$ cat src/rtl/screen_clear_if.sv
// Start/config inputs from the I/O controller, VRAM write port and status for the
// screen clear engine.
interface screen_clear_if #(
  parameter int unsigned ADDR_W = 12,
  parameter int unsigned ROW_W  = 5
);
  logic              clear_start;
  logic              mode;
  logic [15:0]       color_data;
  logic [ROW_W-1:0]  cursor_row;
  logic              vram_gnt;
  logic              vram_we;
  logic [ADDR_W-1:0] vram_addr;
  logic [23:0]       vram_wdata;
  logic              busy;
  logic              done;

  modport master (
    output clear_start, mode, color_data, cursor_row, vram_gnt,
    input  vram_we, vram_addr, vram_wdata, busy, done
  );

  modport slave (
    input  clear_start, mode, color_data, cursor_row, vram_gnt,
    output vram_we, vram_addr, vram_wdata, busy, done
  );
endinterface

$ cat src/rtl/screen_clear_engine.sv
// Sweeps text VRAM with blank cells: whole screen (mode=0) or one row (mode=1).
// All outputs are registered; the VRAM port is shared with the CPU through vram_gnt.
module screen_clear_engine #(
  parameter int unsigned COLS       = 80,
  parameter int unsigned ROWS       = 30,
  parameter int unsigned ADDR_W     = 12,
  parameter int unsigned ROW_W      = 5,
  parameter logic [7:0]  BLANK_CHAR = 8'h20
) (
  input logic           clk,
  input logic           rst,
  screen_clear_if.slave bus
);

  // One extra bit so COLS*ROWS == 2**ADDR_W still fits in the cell counter.
  localparam int unsigned       CntW      = ADDR_W + 1;
  localparam logic [ROW_W-1:0]  MaxRow    = ROW_W'(ROWS - 1);
  localparam logic [ADDR_W-1:0] ColsA     = ADDR_W'(COLS);
  localparam logic [CntW-1:0]   LineCnt   = CntW'(COLS);
  localparam logic [CntW-1:0]   ScreenCnt = CntW'(COLS * ROWS);

  typedef enum logic [1:0] {StIdle, StClear, StDone} state_e;

  state_e            state_q;
  logic              prev_q;
  logic [CntW-1:0]   remaining_q;
  logic              we_q;
  logic [ADDR_W-1:0] addr_q;
  logic [23:0]       wdata_q;
  logic              busy_q;
  logic              done_q;

  logic              start_pulse;
  logic [ROW_W-1:0]  row_clamped;
  logic [ADDR_W-1:0] line_base;

  always_comb begin
    start_pulse = bus.clear_start & ~prev_q;
    row_clamped = (bus.cursor_row > MaxRow) ? MaxRow : bus.cursor_row;
    line_base   = ADDR_W'(row_clamped) * ColsA;
  end

  always_ff @(posedge clk or posedge rst) begin
    if (rst) begin
      state_q     <= StIdle;
      prev_q      <= 1'b1;  // a level already high at reset release is not an edge
      remaining_q <= '0;
      we_q        <= 1'b0;
      addr_q      <= '0;
      wdata_q     <= '0;
      busy_q      <= 1'b0;
      done_q      <= 1'b0;
    end else begin
      prev_q <= bus.clear_start;
      case (state_q)
        StIdle: begin
          done_q <= 1'b0;
          if (start_pulse) begin
            state_q <= StClear;
            we_q    <= 1'b1;
            busy_q  <= 1'b1;
            wdata_q <= {BLANK_CHAR, bus.color_data};
            if (bus.mode) begin
              addr_q      <= line_base;
              remaining_q <= LineCnt;
            end else begin
              addr_q      <= '0;
              remaining_q <= ScreenCnt;
            end
          end
        end
        StClear: begin
          // Without a grant everything holds, so the pending write stays stable.
          if (bus.vram_gnt) begin
            if (remaining_q == CntW'(1)) begin
              state_q <= StDone;
              we_q    <= 1'b0;
              busy_q  <= 1'b0;
              done_q  <= 1'b1;
            end else begin
              addr_q      <= addr_q + ADDR_W'(1);
              remaining_q <= remaining_q - CntW'(1);
            end
          end
        end
        StDone: begin
          done_q  <= 1'b0;
          state_q <= StIdle;
        end
        default: state_q <= StIdle;
      endcase
    end
  end

  assign bus.vram_we    = we_q;
  assign bus.vram_addr  = addr_q;
  assign bus.vram_wdata = wdata_q;
  assign bus.busy       = busy_q;
  assign bus.done       = done_q;

endmodule
$ cat src/flat_wrapper.sv
// flat-port wrapper written by rule: the top's interface ports become plain ports
module screen_clear_engine_flat 
#(
  parameter int unsigned COLS       = 80,
  parameter int unsigned ROWS       = 30,
  parameter int unsigned ADDR_W     = 12,
  parameter int unsigned ROW_W      = 5,
  parameter logic [7:0]  BLANK_CHAR = 8'h20
)
  (clk, rst, bus_clear_start, bus_mode, bus_color_data, bus_cursor_row, bus_vram_gnt, bus_vram_we, bus_vram_addr, bus_vram_wdata, bus_busy, bus_done);
  screen_clear_if #(.ADDR_W(ADDR_W), .ROW_W(ROW_W)) bus_i ();
  input logic clk;
  input logic rst;
  input wire logic [$bits(bus_i.clear_start)-1:0] bus_clear_start;
  input wire logic [$bits(bus_i.mode)-1:0] bus_mode;
  input wire logic [$bits(bus_i.color_data)-1:0] bus_color_data;
  input wire logic [$bits(bus_i.cursor_row)-1:0] bus_cursor_row;
  input wire logic [$bits(bus_i.vram_gnt)-1:0] bus_vram_gnt;
  output wire logic [$bits(bus_i.vram_we)-1:0] bus_vram_we;
  output wire logic [$bits(bus_i.vram_addr)-1:0] bus_vram_addr;
  output wire logic [$bits(bus_i.vram_wdata)-1:0] bus_vram_wdata;
  output wire logic [$bits(bus_i.busy)-1:0] bus_busy;
  output wire logic [$bits(bus_i.done)-1:0] bus_done;
  assign bus_i.clear_start = bus_clear_start;
  assign bus_i.mode = bus_mode;
  assign bus_i.color_data = bus_color_data;
  assign bus_i.cursor_row = bus_cursor_row;
  assign bus_i.vram_gnt = bus_vram_gnt;
  assign bus_vram_we = bus_i.vram_we;
  assign bus_vram_addr = bus_i.vram_addr;
  assign bus_vram_wdata = bus_i.vram_wdata;
  assign bus_busy = bus_i.busy;
  assign bus_done = bus_i.done;
  screen_clear_engine #(.COLS(COLS), .ROWS(ROWS), .ADDR_W(ADDR_W), .ROW_W(ROW_W), .BLANK_CHAR(BLANK_CHAR)) u_core (.clk(clk), .rst(rst), .bus(bus_i));
endmodule
$ cat config.mk
export PLATFORM = sky130hd
export DESIGN_NAME = screen_clear_engine_flat
export DESIGN_NICKNAME = d
export VERILOG_FILES = /design/src/rtl/screen_clear_if.sv /design/src/rtl/screen_clear_engine.sv /design/src/flat_wrapper.sv
export SDC_FILE = /design/constraint.sdc
export NUM_CORES = 1
export LEC_CHECK = 0
export CORE_MARGIN = 2
export CORE_UTILIZATION = 50
export CTS_CLUSTER_DIAMETER = 150
export DETAILED_ROUTE_END_ITERATION = 7
export GPL_ROUTABILITY_DRIVEN = 1
export GPL_TIMING_DRIVEN = 0
export PLACE_DENSITY = 0.84
export SETUP_SLACK_MARGIN = 0.05
export SYNTH_ARGS = -nofsm -noshare
export SYNTH_HDL_FRONTEND = slang
export SYNTH_SLANG_ARGS = --single-unit
$ cat constraint.sdc
create_clock -name clk -period 3.35 [get_ports clk]
set_input_delay 0.67 -clock clk [delete_from_list [all_inputs] [get_ports clk]]
set_output_delay 0.67 -clock clk [all_outputs]
set_load 0.01 [all_outputs]
After elaboration in Yosys (flattened, before gate mapping)
Cells that the tools add are included.

Input port bits: 26. Bits in registers: 47. Output and inout port bits: 39. Word-level logic and storage cells: 51.

Reduce and logical (&&, ||, !) cells: 9. Order comparisons: 1. Mux-type cells: 22. Bitwise logic cells: 2. Multipliers: 1. Eq/ne operators: 7. Add/sub/neg operators: 2.

Operators with widths (count): 12-bit two-way mux (5); 13-bit two-way mux (3); 13-bit case mux with 2 select lines (1); 12-bit case mux with 2 select lines (1); 13-bit by 1-bit equality test with 1-bit output (second input constant) (1); 13-bit by 1-bit subtractor with 13-bit output (second input constant) (1); 12-bit by 1-bit adder with 12-bit output (second input constant) (1); 5-bit by 3-bit multiplier with 8-bit output (second input constant) (1); 4-bit AND reduction (2); 2-bit two-way mux (3); 3-bit AND reduction (2); 5-bit greater-than comparator (second input constant) (1); 1-bit two-way mux (5); 5-bit two-way mux (1); 2-bit by 1-bit inequality test with 1-bit output (second input constant) (2); 2-bit inequality test (second input constant) (2); 1-bit case mux with 2 select lines (2); 2-bit case mux with 2 select lines (1); 2-bit nonzero test (2); 2-bit by 1-bit equality test with 1-bit output (second input constant) (1); 2-bit equality test (second input constant) (1); 2-bit zero test (1); 2-bit AND reduction (1); 2-bit OR reduction (1); 2 further kinds (2).

Depth between registers and ports, before layout
Gate-level depths: netlist of run 1.

Depth in word-level cells: 6. Mapped depth: 10. Depth with buffers taken out: 10.

Worst setup path after synthesis of run 1
Ideal clock, no wire load.

Kind: input to register. From: in bus_cursor_row[1]. To: reg u_core.addr_q[11] (netlist: u_core.bus.vram_addr[11]). Stages on the path: 10. Arrival: 2.011 ns. Library setup time: 0.126 ns. Path slack: 1.213 ns. Cell sequence: inv_1 a31oi_1 ha_1 ha_1 inv_1 fa_1 inv_1 a21oi_1 nor3_1 a221o_1.

Longest elaborated chain between the ends: 6.

RTL lines: start: declaration (RTL line flat_wrapper.sv:17) `input wire logic [$bits(bus_i.cursor_row)-1:0] bus_cursor_row;`; 5-bit greater-than comparator (RTL line screen_clear_engine.sv:39) `row_clamped = (bus.cursor_row > MaxRow) ? MaxRow : bus.cursor_row;`; 5-bit two-way mux * (RTL line screen_clear_engine.sv:39); 5-bit by 3-bit multiplier with 8-bit output * (RTL line screen_clear_engine.sv:40) `line_base = ADDR_W'(row_clamped) * ColsA;`; 12-bit two-way mux * (RTL line screen_clear_engine.sv:63) `if (bus.mode) begin`; 12-bit two-way mux * (RTL line screen_clear_engine.sv:58) `if (start_pulse) begin`; 12-bit case mux with 2 select lines * (RTL line screen_clear_engine.sv:55) `case (state_q)`; end signal: assignment (RTL line screen_clear_engine.sv:64) `addr_q <= line_base;`; end signal: assignment (RTL line screen_clear_engine.sv:81) `addr_q <= addr_q + ADDR_W'(1);`; end: declaration (RTL line screen_clear_engine.sv:28) `logic [ADDR_W-1:0] addr_q;`.

Mark *: on every way between the ends. The rest lies on a longest branch, timed or not. The select of a mux whose other input is x is not followed. A chain may end at the register's enable or synchronous reset.

Worst setup path after layout of run 1
From: in bus_cursor_row[4]. To: reg u_core.addr_q[9] (netlist: u_core.bus.vram_addr[9]).

Same word-level chain as after synthesis.

==> summary.md, run 1 <==
| Metric | Value |
|---|---|
| Status | finished clean |
| RR Startpoint | u_core.remaining_q[0] |
| Final WL | ~6300 microns |
| Sequential cell area | about 1200 sq um |
| Cells along the critical path | clkdlybuf4s50_1, a31oi_1, ha_1, ha_1, inv_1, fa_1, xnor2_1, nand2_1, o31a_1, o22ai_1 |
| Core area | between 5000 and 6000 sq um |
| Gpl congestion | ~0.83 |
| Ant diodes | 0 |
| Count leader, synth | nand2_1 |
| Final Skew | 0.00808 ns |
| Leakage power | between 1 and 1.5 nW |
| Area growth, synth to finish | 30.6% |
| Worst vdd ir | 0.429 mV |
| Die area | 5770 sq um |
| Post-synth top area share | between 40% and 50% |
| Vias in the first global route | ~2.3k |
| Clock-pin transition on the worst setup and hold timing paths | approximately 0.10 ns |
| Yosys cell types | roughly 50 |
| Slowest cell on the critical path | clkdlybuf4s50_1 |
| End of the worst register-to-register path | u_core.remaining_q[12] |
| Buffers on Ports | 57 |
| Hold Path Depth | 1 |
| CTS tree | built |
| DRT Pass-1 Iters | 4 |
| # rows | 26 |
| Finished Core Util | between 60% and 70% |
| Die extent in x | around 76 microns |
| Setup TNS after final layout | 0 ns |
| Worst Min Path Start | u_core.bus.vram_wdata[21] |
| Final Hold Vio Count | 0 |
| Maximum clock path buffer count | 2 |
| Synth warn | 0 |
| Cell Area, Synth | between 2000 and 3000 sq um |
| Largest net degree at the start of global routing | 36 |
| FMAX | ~0.38 GHz |
| CTS sink count | 47 |
| Iter 0 DRT Violations | between 100 and 150 |
| Post-CTS setup buffers | 0 |
| CP peak stage delay | about 0.62 ns |
| Gr ovfl total | 0 |
| Worst Hold Class | reg -> reg |
| Ys flop type | dfrtp_1 |
| HPWL Detailed | about 4600 microns |
| Largest cells by area after synthesis | dfrtp_1 (44%), nand2_1 (9.6%), ha_1 (4.3%) |
| Gate count of the mapped netlist | ~290 |
| Post-CTS Hold Fix Bufs | 0 |
| Reg2reg setup slack | 1.09 ns |
| Min-Delay Endpoint | u_core.bus.vram_wdata[21] |
| RSZ-0062 raised after global routing | false |
| Cell class contributing the biggest share of worst-path delay | adder cells |
| Final slew viol count | 0 |
| Tmin final | about 2.7 ns |
| Total CTS buffers | 5 |
| Tightest Pin Transition | 0.969 ns |
| Max-Cap Viols | 0 |
| Post-synth top cells | nand2_1 (66), dfrtp_1 (46), nor2_1 (23), a21oi_1 (18), inv_1 (16) |
| CTS H-tree depth | 2 |
| CP Max Fanout | 8 |
| # setup viols final | 0 |
| Die Y | ~76 microns |
| Critical Path RT | ~3.6 ns |
| Syn avg cell area | slightly below 9 sq um |
| Ratio of cells with drive above 1 in the final layout | around 8.5% |
| Arr. time, crit path | about 2.9 ns |
| CP Capture Type | register |
| Ys async rst share | 100% |
| Cell taking the most area after synthesis | dfrtp_1 |
| Worst Hold Margin | 0.479 ns |
| Reg2Reg Depth | 7 |
| Drt wl/cell | 14.6 microns |
| Area occupied by multi-input gates | 1260 sq um |
| Buffers & Inverters on Critical Path | 2 |
| Number of flops mapped to enable cells by yosys | 0 |
| Yosys reg bits | 47 |
| Power Dens Cells | approximately 670 nW/um^2 |
| Initial Utilization | approximately half |
| Via/cell ratio | 5.45 |
| Post-route ant nets | 0 |
| Register area share after synthesis | between 40% and 50% |
| Startpoint Class | input port |
| Slew headroom | between 30% and 40% |
| Global-route wire length before repair | between 10000 and 15000 microns |
| Part of the cycle the worst path needs | 79.2% |
| Final nets | between 300 and 400 |
| Most frequent CP cell | ha_1 |
| Root Buffer | clkbuf_8 |
| Initial antenna violation count | 0 |
| # IOs | 65 |
| Resize count post-CTS | 0 |
| DRC Markers | 0 |
| Critical path class | in -> reg |
| Clk_lat worst skew | just over 0.3 ns |
| Gr usage total | between 20% and 30% |
| Filler instances | just over 400 |
| Vias | about 2.4k |
per-stage QoR:
step	total power (W)	setup WS (ns)	cells	instance area [sq um]
floorplan	0.00145	1.21	298	2610
global placement	0.00185	0.440	425	3270
detailed placement	0.00189	0.377	426	3290
CTS	0.00225	0.685	434	3380
global route	0.00240	0.507	434	3380
finish	0.00225	0.695	434	3380
how the worst max path moves through the flow:
stage / slack [ns] / cells after the start / startpoint / endpoint
floorplan: 1.21 / 10 / bus_cursor_row[1] / u_core.bus.vram_addr[11]
CTS: 0.69 / 10 / bus_cursor_row[4] / u_core.bus.vram_addr[9]
finish: 0.70 / 10 / bus_cursor_row[4] / u_core.bus.vram_addr[9]
detailed placement: 0.38 / 10 / bus_cursor_row[4] / u_core.bus.vram_addr[9]
global route: 0.51 / 10 / bus_cursor_row[4] / u_core.bus.vram_addr[9]
global placement: 0.44 / 10 / bus_cursor_row[4] / u_core.bus.vram_addr[9]
power breakdown:
part	internal, W	total [W]	leakage (nW)	switching [W]
Clock	0.000151	0.000361	0.0489	0.000210
Combinational	0.000473	0.000929	0.862	0.000456
Sequential	0.000753	0.000960	0.578	0.000207
area by class of cell:
type / instances / share of cell area (%)
sequential: 47 / 34.8
multi-input combinational: 214 / 37.3
buffer: 21 / 3.40
inverter: 16 / 1.78
timing repair buffer: 58 / 17.5
tap: 70 / 2.59
clock buffer: 5 / 2.03
clock inverter: 3 / 0.666
registers in the layout (all words and copies together), names as in the netlist:
signal / flops
u_core.bus.done: 1
u_core.bus.vram_we: 1
u_core.state_q: 2
u_core.bus.vram_addr: 12
u_core.prev_q: 1
u_core.bus.vram_wdata: 17
u_core.remaining_q: 13
cell families (layout without fill, tap and decap cells):
kind of cell | after synthesis | in the layout | share of synthesized area [%]
AOI/OAI and AO/OA | 64 | 64 | 17.4
xor gates and xnor gates | 5 | 5 | 1.69
adders and majority gates | 10 | 10 | 5.12
buffers and inverters | 37 | 103 | 6.76
DFF | 47 | 47 | 45.5
other | 1 | 7 | 0.145
and+or+nand+nor | 128 | 128 | 23.4
per-layer routing:
metal  track usage, %  share of wire [%]
met1             27.8                 42
met2             40.2                 50
met3             5.69                6.4
met4             7.09                2.1
met5                0                  0
layout by cell type, fill, tap and decap left out, drive strengths merged, types with 4 or more instances in the layout:
master and n:
a21oi 18, nor2 23, nand2 66, ha 9, nand4 4, inv 18, xor2 4, nand3 5
a31oi 4, clkdlybuf4s50 57, dfrtp 46, nand2b 4, conb 7, nor4 7, o22a 4, buf 13
nor3 6, clkbuf 14, o21ai 13, o2111ai 4
Note: power is estimated with default switching activity, not from simulation.
==> run 2, diff against run 1 <==
- CORE_UTILIZATION: 50 -> 44
- PLACE_DENSITY: 0.84 -> 0.79
- clock period: 3.35 -> 2.1 ns (I/O delays scaled with it)
==> run 2 against run 1 <==
Net effect:
- first-iteration DRC count up 140%
- global-route usage down 3.1 points
- clock-buffer cell count up 1
- total power up 74%
- clock power up 92%
==> summary.md, run 2 (synthesis gave the netlist of run 1 again) <==
| Metric | Value |
|---|---|
| Status | finished clean |
| HPWL Detailed | 4380 microns |
| Total CTS buffers | 5 |
| Commonest non-fill, non-tap cell in the layout | nand2_1 |
| Int Pwr | roughly 0.0025 W |
| Post-route ant nets | 0 |
| Critical Path RT | 2.29 ns |
| Clock power share | ~18% |
| Part of the cycle the worst path needs | a little over nine tenths |
| Max-Cap Viols | 0 |
| FMAX | a little under 0.5 GHz |
| Most frequent cells in the layout | nand2_1 (66), clkdlybuf4s50_1 (52), dfrtp_1 (43), nor2_1 (22), buf_4 (20) |
| Via/cell ratio | ~5.5 |
| Final instance area | about 3600 sq um |
| Die extent in x | between 80 and 90 microns |
| CTS H-tree depth | 2 |
| Arr. time, crit path | around 2.2 ns |
| Final Skew | 0.00427 ns |
| # setup viols final | 0 |
| Switching power | approximately 0.0014 W |
| CP Max Fanout | 6 |
| CTS sink count | 47 |
| Area growth, synth to finish | 39.7% |
| Die Y | 80.7 microns |
| Vias | between 2k and 2.5k |
| Reg2Reg Depth | 7 |
| Iter 0 DRT Violations | ~330 |
| Comb power frac | between 40% and 50% |
| Post-CTS Hold Fix Bufs | 0 |
| Switching share of total power | 36.8% |
| Gr usage total | 19.7% |
| DRC Markers | 0 |
| Final WL | ~6300 microns |
| Clk_lat worst skew | roughly 0.30 ns |
| Initial antenna violation count | 0 |
| Largest net degree at the start of global routing | 30 |
| # IOs | 65 |
| Final nets | approximately 400 |
| Tmin final | between 2 and 2.5 ns |
| Maximum clock path buffer count | 2 |
| Gpl congestion | approximately 0.89 |
| Core area | 5610 sq um |
| Final Hold Vio Count | 0 |
| CP Capture Type | register |
| Ratio of cells with drive above 1 in the final layout | between 15 and 20% |
| Global-route wire length before repair | about 10000 microns |
| Gr ovfl total | 0 |
| Die area | 6520 sq um |
| Clock-pin transition on the worst setup and hold timing paths | 0.09 ns |
| Startpoint Class | register |
| Filler instances | a little under 500 |
| CTS tree | built |
| Initial Utilization | a little under half |
| Power Dens Cells | between 1000 and 1500 nW/um^2 |
| RSZ-0062 raised after global routing | true |
| DRT Pass-1 Iters | 5 |
| Reg2reg setup slack | around 0.081 ns |
| Worst Hold Class | in -> async |
| DP Worst Slack | -0.651 ns |
| Drt wl/cell | roughly 14 microns |
| Critical path class | reg -> reg |
| # rows | 27 |
| Placed inst area | roughly 3300 sq um |
| Leakage power | 1.60 nW |
| Final slew viol count | 0 |
| Root Buffer | clkbuf_8 |
| Seq pwr share | 39.8% |
| Vias in the first global route | ~2.2k |
| Buffers on Ports | 57 |
| Ant diodes | 0 |
| Tightest Pin Transition | between 0.6 and 0.7 ns |
| Worst vdd ir | 0.645 mV |
| Slew headroom | approximately 53% |
| Final WS setup | 0.0815 ns |
| Max reg flops | 17 |
-- run 2: final timing paths --
check | startpoint | to
setup / recovery | u_core.remaining_q[1] | u_core.remaining_q[6]
hold / removal | rst | u_core.bus.vram_wdata[7]
setup reg to reg | u_core.remaining_q[1] | u_core.remaining_q[6]
hold reg to reg | u_core.bus.vram_wdata[21] | u_core.bus.vram_wdata[21]
max in group asynchronous | rst | u_core.remaining_q[9]
min in group clk | u_core.bus.vram_wdata[21] | u_core.bus.vram_wdata[21]
-- run 2: per-layer routing --
metal  global-route usage (%)  vias to the layer above  wire length, microns
li1                         -                     1172                     -
met1                     25.9                     1173                  2690
met2                     32.0                      111                  3040
met3                     5.73                        6                   548
met4                     5.42                        0                    59
met5                        0                        -                     0
-- run 2: what timing repair did --
item,CTS,global route
setup endpoints to repair,16,41
setup buffers,2,10
pin swaps,5,10
resized for setup,14,27
gates cloned,0,1
-- run 2: cell type report --
type,instances,area (sq um),share of cell area (%)
multi-input combinational,215,1370,37.9
sequential,47,1180,32.6
timing repair buffer,70,678,18.7
buffer,21,121,3.35
tap,72,90.1,2.49
clock buffer,6,82.6,2.28
inverter,16,60.1,1.66
clock inverter,2,35.0,0.968
-- run 2: power groups by stage --
stage,logic (W),registers (W),clock network (W)
CTS,0.00149,0.00154,0.000708
global placement,0.00143,0.00153,0
global route,0.00183,0.00160,0.000748
detailed placement,0.00147,0.00154,0
finish,0.00166,0.00155,0.000692
floorplan,0.000740,0.00158,0
-- run 2: critical path, stage by stage (launching register included) --
cell	delay, ns
dfrtp_2	0.40
inv_1	0.09
ha_1	0.19
nor2b_4	0.14
a41oi_4	0.38
o21ai_4	0.13
o31a_1	0.29
or3_1	0.30
-- run 2: through the flow --
step	power (W)	cells	TNS, ns	hold WS (ns)	util [%]
after floorplan	0.00232	298	0	0.424	-
after global placement	0.00296	427	-25.40	0.456	58.4
after detailed placement	0.00301	428	-9.04	0.455	58.7
after CTS	0.00374	438	0	0.433	61.6
after global routing	0.00418	449	-0.000192	0.454	64.5
final	0.00391	449	0	0.423	64.5
==> run 3, diff against run 2 <==
- CORE_UTILIZATION: 44 -> 46
- CTS_BUF_LIST: not set -> sky130_fd_sc_hd__clkbuf_4
- PLACE_DENSITY: 0.79 -> 0.82
==> run 3 against run 2 <==
Net effect:
- clock power down 38%
- cell area fell by 2.5%
- sequential share of layout area is 0.81 points higher
- sequential cell count unchanged
- via count grew 1.7%
- critical endpoint is now u_core.remaining_q[12]
- critical path depth is the same
- clock skew rose by 0.0066 ns
==> summary.md, run 3 (synthesis gave the netlist of run 1 again) <==
| Metric | Value |
|---|---|
| Max-Cap Viols | 0 |
| Status | finished clean |
| CTS sink count | 47 |
| Final Skew | roughly 0.011 ns |
| Gpl congestion | just over 0.9 |
| Via/cell ratio | between 5 and 6 |
| Clk_lat worst skew | approximately 0.37 ns |
| RSZ-0062 raised after global routing | true |
| Vias in the first global route | between 2k and 2.5k |
| # IOs | 65 |
| Die area | about 6200 sq um |
| DP Worst Slack | -0.714 ns |
| Startpoint Class | register |
| # setup viols final | 0 |
| Vias | 2503 |
| CTS tree | built |
| Worst Hold Class | in -> async |
| Slowest cell on the critical path | or4b_4 |
| Finished Core Util | roughly 64% |
| HPWL Detailed | roughly 4600 microns |
| DRT Pass-1 Iters | 5 |
| Cells along the critical path | inv_2, ha_4, or4b_4, nor4_4, o2111ai_2, xor2_1, nor2_1 |
| Buffers on Ports | 57 |
| CP peak stage delay | around 0.49 ns |
| Tmin final | between 2 and 2.5 ns |
| Placed Cells | 428 |
| Non-filler instance count after layout | roughly 450 |
| Critical path class | reg -> reg |
| Clock-pin transition on the worst setup and hold timing paths | approximately 0.14 ns |
| Die Y | just under 80 microns |
| Gr ovfl total | 0 |
| FMAX | between 0.4 and 0.5 GHz |
| Final slew viol count | 0 |
| Final nets | between 400 and 500 |
| CP Max Fanout | 4 |
| Initial antenna violation count | 0 |
| Buffers & Inverters on Critical Path | 1 |
| Total CTS buffers | 5 |
| Die extent in x | 79.0 microns |
| Ratio of cells with drive above 1 in the final layout | 16.9% |
| Global-route wire length before repair | between 10000 and 15000 microns |
| Commonest non-fill, non-tap cell in the layout | nand2_1 |
| Gr usage total | 20.9% |
| Largest net degree at the start of global routing | 29 |
| Power Dens Cells | between 1000 and 1500 nW/um^2 |
| Area growth, synth to finish | 36.2% |
| Leakage power | 1.53 nW |
| Iter 0 DRT Violations | between 200 and 300 |
| Post-route ant nets | 0 |
| Critical Path RT | around 2.4 ns |
| Final WS setup | around 0.052 ns |
| CP Capture Type | register |
| Root Buffer | clkbuf_4 |
| Most frequent cells in the layout | nand2_1 (66), clkdlybuf4s50_1 (53), dfrtp_1 (44), nor2_1 (21), buf_4 (19) |
| Core area | approximately 5500 sq um |
| Drt wl/cell | ~15 microns |
| # rows | 27 |
| Post-CTS Hold Fix Bufs | 0 |
| Worst vdd ir | 0.658 mV |
| Cell class contributing the biggest share of worst-path delay | simple AND/OR/NAND/NOR gates |
| Arr. time, crit path | 2.30 ns |
| Final WL | roughly 6600 microns |
| Ant diodes | 0 |
| Initial Utilization | a little under half |
| CTS H-tree depth | 2 |
| Maximum clock path buffer count | 2 |
| Part of the cycle the worst path needs | between 90% and 100% |
| DRC Markers | 0 |
| Final Hold Vio Count | 0 |
| Max reg flops | 17 |
[run 3: changes by cell type in the layout (fill, tap and decap cells not counted), sizes merged]
cell | before | now
buf | 24 | 21
clkinvlp | 0 | 2
bufinv | 1 | 0
clkbuf | 17 | 16
clkdlybuf4s50 | 52 | 53
dlymetal6s2s | 1 | 0
o21ai | 14 | 13
[run 3: worst register-to-register path, delay by kind of cell (launching register included)]
family	cells	cell delay, ns
compound gates	1	0.18
flops	1	0.45
xor+xnor	1	0.18
fa+ha+maj	1	0.13
simple gates	3	0.90
buf+inv	1	0.10
[run 3: metal layers]
metal	global-route usage [%]	wire length, microns
met3	5.68	553
met4	6.90	131
met1	25.8	2730
met5	0	0
met2	35.4	3210
[run 3: report_power, final]
part / leakage (nW) / total [W] / internal, W / switching, W
clock network: 0.0272 / 0.000429 / 0.000128 / 0.000300
logic: 0.930 / 0.00165 / 0.000852 / 0.000795
registers: 0.576 / 0.00157 / 0.00120 / 0.000365
total: 1.53 / 0.00364 / 0.00218 / 0.00146
[run 3: metrics by stage]
stage | hold slack, ns | setup TNS (ns) | area [sq um] | power (W)
global placement | 0.453 | -26.46 | 3270 | 0.00296
detailed placement | 0.458 | -10.15 | 3290 | 0.00302
finish | 0.359 | 0 | 3530 | 0.00364
CTS | 0.365 | 0 | 3420 | 0.00349
floorplan | 0.424 | 0 | 2610 | 0.00232
global route | 0.386 | -0.0681 | 3530 | 0.00389
[run 3: path summary, 6_finish.rpt]
path                                              to  depth (start not counted)  slack [ns]                       from
setup / recovery              u_core.remaining_q[12]                          7        0.05      u_core.remaining_q[1]
hold / removal               u_core.bus.vram_addr[4]                          2        0.36                        rst
setup reg to reg              u_core.remaining_q[12]                          7        0.05      u_core.remaining_q[1]
hold reg to reg            u_core.bus.vram_wdata[21]                          1        0.49  u_core.bus.vram_wdata[21]
max in group asynchronous              u_core.prev_q                          3        1.17                        rst
min in group clk                       u_core.prev_q                          1        0.48            bus_clear_start
[run 3: area by class of cell]
| type | count | area, sq um |
|---|---|---|
| inverters | 16 | 60.1 |
| flip-flops and latches | 47 | 1180 |
| clock buffers | 5 | 37.5 |
| well taps | 72 | 90.1 |
| fillers | 456 | 1950 |
| plain buffers | 21 | 123 |
| multi-input cells | 214 | 1370 |
| clock inverters | 3 | 20.0 |
| repair buffers | 67 | 649 |
[run 3: timing repair]
item	CTS	global route
gates resized for setup	14	24
pin swaps	4	8
endpoints found under the hold margin	0	0
setup buffers	3	6
cloned	0	0
endpoints found under the setup margin	13	35
